[config.mk]
export PLATFORM = sky130hd
export DESIGN_NAME = vga_dac_out_pipe
export DESIGN_NICKNAME = d
export VERILOG_FILES = /design/src/rtl/vga_dac_out_pipe.sv
export SDC_FILE = /design/constraint.sdc
export NUM_CORES = 1
export LEC_CHECK = 0
export CAP_MARGIN = 5
export CORE_MARGIN = 10
export CORE_UTILIZATION = 44
export CTS_CLUSTER_SIZE = 24
export DETAILED_ROUTE_END_ITERATION = 6
export GPL_TIMING_DRIVEN = 1
export PLACE_DENSITY = 0.86
export SYNTH_ARGS = -nofsm -noshare
export SYNTH_HDL_FRONTEND = slang
export SYNTH_SLANG_ARGS = --single-unit
[constraint.sdc]
create_clock -name clk_i -period 1.8 [get_ports clk_i]
set_clock_uncertainty 0.05 [all_clocks]
set_input_delay 0.18 -clock clk_i [delete_from_list [all_inputs] [get_ports clk_i]]
set_output_delay 0.18 -clock clk_i [all_outputs]
set_load 0.1 [all_outputs]
[src/rtl/vga_dac_out_pipe.sv]
// ----------------------------------------------------------------------------
// vga_dac_out_pipe
//
// Colour output stage that sits between the pixel generator and a resistor
// ladder VGA DAC. It does four jobs:
//   - converts IN_W-bit colour to OUT_W-bit DAC codes by MSB replication,
//     truncation, or truncation with a 2x2 ordered (Bayer) dither;
//   - forces colour to zero outside the visible area or when disabled;
//   - delays colour, syncs and active_video by the same PIPE_STAGES cycles;
//   - applies the configured output polarity to each sync.
// Pixel, line and frame parity are tracked internally to select the dither
// threshold. The pipeline accepts one pixel per clock and never stalls.
//
// Ports
//   clk_i           in   1      pixel clock
//   rst_ni          in   1      asynchronous active-low reset
//   en_i            in   1      0 = force colour to 0 (syncs still pass)
//   active_video_i  in   1      1 = visible pixel
//   r_i/g_i/b_i     in   IN_W   colour in
//   hsync_i         in   1      horizontal sync, active-high
//   vsync_i         in   1      vertical sync, active-high
//   vga_r_o/g_o/b_o out  OUT_W  DAC codes
//   hsync_o         out  1      hsync, polarity HSYNC_POL
//   vsync_o         out  1      vsync, polarity VSYNC_POL
//   active_video_o  out  1      active_video delayed PIPE_STAGES cycles
//   frame_odd_o     out  1      current frame parity (debug)
// ----------------------------------------------------------------------------
module vga_dac_out_pipe #(
  parameter int IN_W        = 8,
  parameter int OUT_W       = 4,
  parameter int PIPE_STAGES = 2,
  parameter bit DITHER      = 1'b1,
  parameter bit HSYNC_POL   = 1'b0,
  parameter bit VSYNC_POL   = 1'b0
) (
  input  logic             clk_i,
  input  logic             rst_ni,
  input  logic             en_i,
  input  logic             active_video_i,
  input  logic [IN_W-1:0]  r_i,
  input  logic [IN_W-1:0]  g_i,
  input  logic [IN_W-1:0]  b_i,
  input  logic             hsync_i,
  input  logic             vsync_i,
  output logic [OUT_W-1:0] vga_r_o,
  output logic [OUT_W-1:0] vga_g_o,
  output logic [OUT_W-1:0] vga_b_o,
  output logic             hsync_o,
  output logic             vsync_o,
  output logic             active_video_o,
  output logic             frame_odd_o
);

  // Bits dropped by the conversion; <= 0 means the DAC is at least as wide.
  localparam int D = IN_W - OUT_W;

  // --------------------------------------------------------------------------
  // Parity tracking for the dither pattern
  // --------------------------------------------------------------------------
  logic x_par_q, x_par_d;
  logic y_par_q, y_par_d;
  logic f_q,     f_d;
  logic av_dly_q, vs_dly_q;   // one-cycle delayed inputs for edge detection

  logic vs_rise, av_fall;
  assign vs_rise = vsync_i & ~vs_dly_q;
  assign av_fall = av_dly_q & ~active_video_i;

  // NOTE: every signal assigned in always_comb gets a value on every path
  // (defaults first) so no latch is inferred.
  always_comb begin
    x_par_d = active_video_i ? ~x_par_q : 1'b0;
    y_par_d = y_par_q;
    // A new frame restarts line counting even if a line ends in the same cycle.
    if (vs_rise) begin
      y_par_d = 1'b0;
    end else if (av_fall) begin
      y_par_d = ~y_par_q;
    end
    f_d = f_q ^ vs_rise;
  end

  // NOTE: sequential state is updated with non-blocking assignments only, so
  // every register samples the pre-edge value of the others.
  always_ff @(posedge clk_i or negedge rst_ni) begin
    if (!rst_ni) begin
      x_par_q  <= 1'b0;
      y_par_q  <= 1'b0;
      f_q      <= 1'b0;
      av_dly_q <= 1'b0;
      vs_dly_q <= 1'b0;
    end else begin
      x_par_q  <= x_par_d;
      y_par_q  <= y_par_d;
      f_q      <= f_d;
      av_dly_q <= active_video_i;
      vs_dly_q <= vsync_i;
    end
  end

  assign frame_odd_o = f_q;

  // --------------------------------------------------------------------------
  // Blanking and colour conversion (stage 0 next-state)
  // --------------------------------------------------------------------------
  logic                       blank;
  logic [2:0][IN_W-1:0]       rgb_in;
  logic [2:0][OUT_W-1:0]      rgb_d;

  assign blank  = ~(active_video_i & en_i);
  assign rgb_in = blank ? '0 : {b_i, g_i, r_i};

  if (D <= 0) begin : g_expand
    // Widen by repeating the input MSB-first until OUT_W bits are filled.
    always_comb begin
      rgb_d = '0;
      for (int ch = 0; ch < 3; ch++) begin
        for (int i = 0; i < OUT_W; i++) begin
          rgb_d[ch][OUT_W-1-i] = rgb_in[ch][IN_W-1-(i % IN_W)];
        end
      end
    end
  end else if (D == 1 || !DITHER) begin : g_trunc
    always_comb begin
      rgb_d = '0;
      for (int ch = 0; ch < 3; ch++) begin
        rgb_d[ch] = OUT_W'(rgb_in[ch] >> D);
      end
    end
  end else begin : g_dither
    localparam int SH = D - 2;

    // Frame parity flips the pattern phase so static images average out over
    // two frames as well as over a 2x2 block.
    logic [1:0] thr;
    always_comb begin
      unique case ({y_par_q ^ f_q, x_par_q ^ f_q})
        2'b00:   thr = 2'd0;
        2'b01:   thr = 2'd2;
        2'b10:   thr = 2'd3;
        default: thr = 2'd1;
      endcase
    end

    // One spare bit catches overflow; an overflowing sum saturates instead of
    // wrapping a bright pixel to black.
    always_comb begin
      logic [IN_W:0] sum;
      rgb_d = '0;
      sum   = '0;
      for (int ch = 0; ch < 3; ch++) begin
        sum = {1'b0, rgb_in[ch]} + ((IN_W+1)'(thr) << SH);
        rgb_d[ch] = sum[IN_W] ? '1 : OUT_W'(sum >> D);
      end
    end
  end

  // --------------------------------------------------------------------------
  // Matched-latency pipeline
  // --------------------------------------------------------------------------
  // Syncs travel raw (active-high); polarity is applied after the last stage.
  logic [PIPE_STAGES-1:0][2:0][OUT_W-1:0] rgb_pipe_q;
  logic [PIPE_STAGES-1:0]                 hs_pipe_q;
  logic [PIPE_STAGES-1:0]                 vs_pipe_q;
  logic [PIPE_STAGES-1:0]                 av_pipe_q;

  // NOTE: the pipeline registers are reset on purpose: the DAC must show black
  // with inactive syncs the instant reset is asserted, even mid-line.
  always_ff @(posedge clk_i or negedge rst_ni) begin
    if (!rst_ni) begin
      rgb_pipe_q <= '0;
      hs_pipe_q  <= '0;
      vs_pipe_q  <= '0;
      av_pipe_q  <= '0;
    end else begin
      rgb_pipe_q[0] <= rgb_d;
      hs_pipe_q[0]  <= hsync_i;
      vs_pipe_q[0]  <= vsync_i;
      av_pipe_q[0]  <= active_video_i;
      for (int s = 1; s < PIPE_STAGES; s++) begin
        rgb_pipe_q[s] <= rgb_pipe_q[s-1];
        hs_pipe_q[s]  <= hs_pipe_q[s-1];
        vs_pipe_q[s]  <= vs_pipe_q[s-1];
        av_pipe_q[s]  <= av_pipe_q[s-1];
      end
    end
  end

  assign vga_r_o        = rgb_pipe_q[PIPE_STAGES-1][0];
  assign vga_g_o        = rgb_pipe_q[PIPE_STAGES-1][1];
  assign vga_b_o        = rgb_pipe_q[PIPE_STAGES-1][2];
  assign hsync_o        = HSYNC_POL ? hs_pipe_q[PIPE_STAGES-1] : ~hs_pipe_q[PIPE_STAGES-1];
  assign vsync_o        = VSYNC_POL ? vs_pipe_q[PIPE_STAGES-1] : ~vs_pipe_q[PIPE_STAGES-1];
  assign active_video_o = av_pipe_q[PIPE_STAGES-1];

endmodule

# After elaboration in Yosys (flattened, before gate mapping)

Cells that the tools add are included.

Bits in registers: 35

Add/subtract/negate cells: 3
Equal/unequal tests: 2
Bitwise operators: 12
Reduce and logical (&&, ||, !) cells: 2
Multiplexer cells: 8

Operator list:

| kind                                                                  | number |
|---|---|
| 8-bit by 4-bit adder with 9-bit output                                | 3 |
| 24-bit 2-to-1 mux                                                     | 1 |
| 4-bit 2-to-1 mux                                                      | 3 |
| 1-bit NOT                                                             | 6 |
| 2-bit case mux with 3 select lines                                    | 1 |
| 1-bit bitwise AND                                                     | 3 |
| 1-bit 2-to-1 mux                                                      | 3 |
| 1-bit XOR                                                             | 3 |
| 2-bit by 1-bit equality test with 1-bit output, second input constant | 1 |
| 2-bit equality test, second input constant                            | 1 |
| 2-bit zero test                                                       | 1 |
| 2-bit nonzero test                                                    | 1 |

# Longest topological paths before layout

Word-level depth: 5
Mapped depth: 5

# Worst setup path before layout

OpenSTA, ideal clock, no wires.

Path kind: register to register
Start: register f_q, in the netlist frame_odd_o
End: register rgb_pipe_q[2] (netlist bit)
Clock period less this slack: 1.975 ns
Setup time: 0.133 ns
Slack: -0.175 ns
Buffers on the path: 0
Arrival: 1.792 ns
Stages on the path, launching flop included: 5
Required time: 1.617 ns
Cell sequence: dfrtp_1 -> xor2_2 -> a41oi_1 -> nor4b_1 -> nor3_1

RTL lines:

| what                            | line | text |
|---|---|---|
| from (decl)                     | 62   | `logic f_q, f_d;` |
| from (signal assigned)          | 89   | `f_q <= 1'b0;` |
| from (signal assigned)          | 95   | `f_q <= f_d;` |
| to (signal, indexed assignment) | 181  | `rgb_pipe_q[s] <= rgb_pipe_q[s-1];` |
| to (decl)                       | 162  | `logic [PIPE_STAGES-1:0][2:0][OUT_W-1:0] rgb_pipe_q;` |

==> metrics <==
first-pass GRT wire length=4620 um; R2R setup slack=between 0.08 and 0.09 ns; post-synthesis sequential area ratio=0.615; Final #Nets=between 150 and 200; Crit path buffers/inverters=0; Critical Path RT=1.95 ns; CTS Root Cell=clkbuf_4; Hold WC Path Type=primary input to async pin; unrepaired setup endpoints after global routing=false; Post-Synth Adder-Cell Area=0.0279; Clock Sink Count=33; I/O pin count=46; period utilization=0.952; end of the worst register-to-register path=rgb_pipe_q[0]$_DFF_PN0_; antenna violations before repair=0; # rows=19; Crit path largest cell delay=around 0.46 ns; critical path's slowest cell=dfrtp_2; antenna diode count=0; Die Area=5660 um^2; largest net degree at the start of global routing=34; vias=about 950; ys flop type=dfrtp_1; Max Clock Freq=approximately 0.6 GHz; Initial Utilization=0.475; worst skew pair latency=~0.33 ns; Via density=5.41; Clock transition at path regs=about 0.1 ns; Post-synth EDFFs=0; Critical Path End Type=flop; cts hold-fix bufs=0; number of setup buffers added after CTS=0; Iter 0 DRT Violations=86; Simple-Gate Fraction of Synth Area=0.101; area grow syn2layout=35.0%; Crit. path cell count=5; CTS tree=done; number of global-route vias before repair=around 980; Synth Instances=between 100 and 150; worst-margin pin slew=0.403 ns; FFs w/ async S/R, synth=1.00; Leakage=approximately 0.85 nW; CP startpoint kind=flop; Hold Vio Cnt, Final=0; synthesized cell area=1340 um^2; R2R Path Start=y_par_q$_DFFE_PN0P_; worst vdd ir=0.000580 V; Post-Synth XOR/XNOR Area=0.0317; Max FO, Critical Path=4; Post-Place Cells=167; Reg2Reg Depth=5; post-synthesis mux area share=0; Slew headroom=0.731; Yosys cell types=25; Avg WL per Cell=16.6 um; Core Area=roughly 2800 um^2; gp weighted congestion=0.709; status=completed; minimum clock period after layout=between 1.5 and 2 ns; drt total wl=roughly 2900 um; max cap viols=0; cts bufs inserted=5; ANT nets after route=0; Final Setup Violations=0; non-filler instance count after layout=175; H-tree levels=2; layout cells sized above 1=0.271; GRT Total Usage=0.111; CP Launch Point=y_par_q$_DFFE_PN0P_; Clock Path Buffers=2; CP Class=flop to flop; die width=~75 um; Slew Viols, Final=0; Compound-Gate Fraction of Synth Area=0.142; PwrDens=between 1000 and 1500 nW/um^2; drt pass-1 iters=4; utilization after layout=0.641; main combinational cell family by area after synthesis=compound AO/OA/AOI/OAI gates; detailed placer's ending HPWL=between 2000 and 2500 um; syn nets=139; chip height=around 75 um; input/output buffers=39; Cell Chain, Critical Path=xor2_2 -> ha_1 -> a41oi_2 -> a311oi_1 -> a21oi_1; # DRC=0; CP delay by family, top=compound AO/OA/AOI/OAI gates; mean post-synth cell area=around 13 um^2; total gr overflow=0; Final Power=between 0.002 and 0.0025 W; Yosys reg bits=33; WP data arrival=~1.9 ns; warnings from Yosys=0
[what timing repair did]
action | in CTS | in global routing
hold endpoints to repair | 0 | 0
pin swaps | 1 | 0
gates resized for setup | 0 | 6
endpoints found under the setup margin | 1 | 11
[logic make-up (layout without fill, tap and decap cells)]
family,after synthesis,in the layout
DFF,33,33
AOI/OAI and AO/OA,26,26
and+or+nand+nor,24,24
buffers and inverters,16,54
xor gates and xnor gates,4,4
adders and majority gates,3,3
[worst reg2reg max path, cell delays in order, from the launching register on]
cell	delay, ns
dfrtp_2	0.46
xor2_2	0.18
ha_1	0.32
a41oi_2	0.17
a311oi_1	0.31
a21oi_1	0.08
[synthesized netlist by cell type, types with 2 or more instances]
| cell type | n | area [um^2] |
|---|---|---|
| a211oi_1 | 3 | 22.5 |
| a21oi_1 | 7 | 35.0 |
| a311oi_1 | 2 | 17.5 |
| a31oi_1 | 5 | 31.3 |
| a41o_1 | 2 | 20.0 |
| a41oi_1 | 5 | 43.8 |
| and3_1 | 3 | 18.8 |
| buf_4 | 12 | 90.1 |
| dfrtp_1 | 33 | 826 |
| ha_1 | 3 | 37.5 |
| inv_1 | 3 | 11.3 |
| nand2_1 | 7 | 26.3 |
| nor2_1 | 3 | 11.3 |
| nor2b_1 | 2 | 12.5 |
| nor3_1 | 4 | 20.0 |
| nor4b_1 | 2 | 17.5 |
| xnor2_1 | 2 | 17.5 |
[worst max path at each step]
stage | to | slack, ns
after detailed placement | rgb_pipe_q[2]$_DFF_PN0_ | -0.18
after floorplan | rgb_pipe_q[2]$_DFF_PN0_ | 0.12
final | rgb_pipe_q[0]$_DFF_PN0_ | 0.09
after global placement | rgb_pipe_q[6]$_DFF_PN0_ | -0.1
after CTS | rgb_pipe_q[0]$_DFF_PN0_ | 0.002
after global routing | rgb_pipe_q[7]$_DFF_PN0_ | 0.009
[layer usage]
metal	vias up	share of wire	global-route usage
met1	449	0.36	0.108
met4	0	0.022	0.0680
met5	-	0	0
met3	7	0.075	0.0381
li1	450	-	-
met2	40	0.54	0.199
[state kept, by name, indices dropped and copies added (netlist names)]
| register | flops |
|---|---|
| vga_g_o | 4 |
| x_par_q | 1 |
| vga_b_o | 4 |
| av_pipe_q | 2 |
| frame_odd_o | 1 |
| rgb_pipe_q | 12 |
| vs_pipe_q | 2 |
| vga_r_o | 4 |
| hs_pipe_q | 2 |
| y_par_q | 1 |
[stage by stage]
step	hold slack, ns	instance area, um^2	TNS [ns]	setup slack [ns]
finish	0.175	1810	0	0.0855
global route	0.206	1810	0	0.00852
CTS	0.180	1780	0	0.00234
detailed placement	0.285	1680	-0.945	-0.182
global placement	0.282	1680	-0.407	-0.0978
floorplan	-0.166	1350	0	0.118
[layout by cell type, fill, tap and decap left out, drive strengths merged]
cell            n
dfrtp          33
clkdlybuf4s50  23
buf            20
a21oi           8
nand2           7
a31oi           5
clkbuf          5
nor3            5
a41oi           5
and3            3
a211oi          3
inv             3
nor2            3
ha              3
a41o            3
xor2            2
nor4b           2
a311oi          2
xnor2           2
nor2b           2
bufinv          2
and2            1
and4bb          1
clkinv          1
[report_power, final]
part           switching (W)  leakage [nW]  internal [W]
clock network       0.000248        0.0552      0.000430
registers          0.0000492         0.425      0.000805
logic               0.000405         0.374      0.000195
total               0.000703         0.854       0.00143
[layout make-up]
class                      instances  area, um^2
multi-input combinational         57         440
clock buffer                       5        37.5
inverter                           3        11.3
tap                               31        38.8
clock inverter                     3        65.1
fill                             198        1010
sequential                        33         828
timing repair buffer              43         393
(Power assumes the default switching activity.)
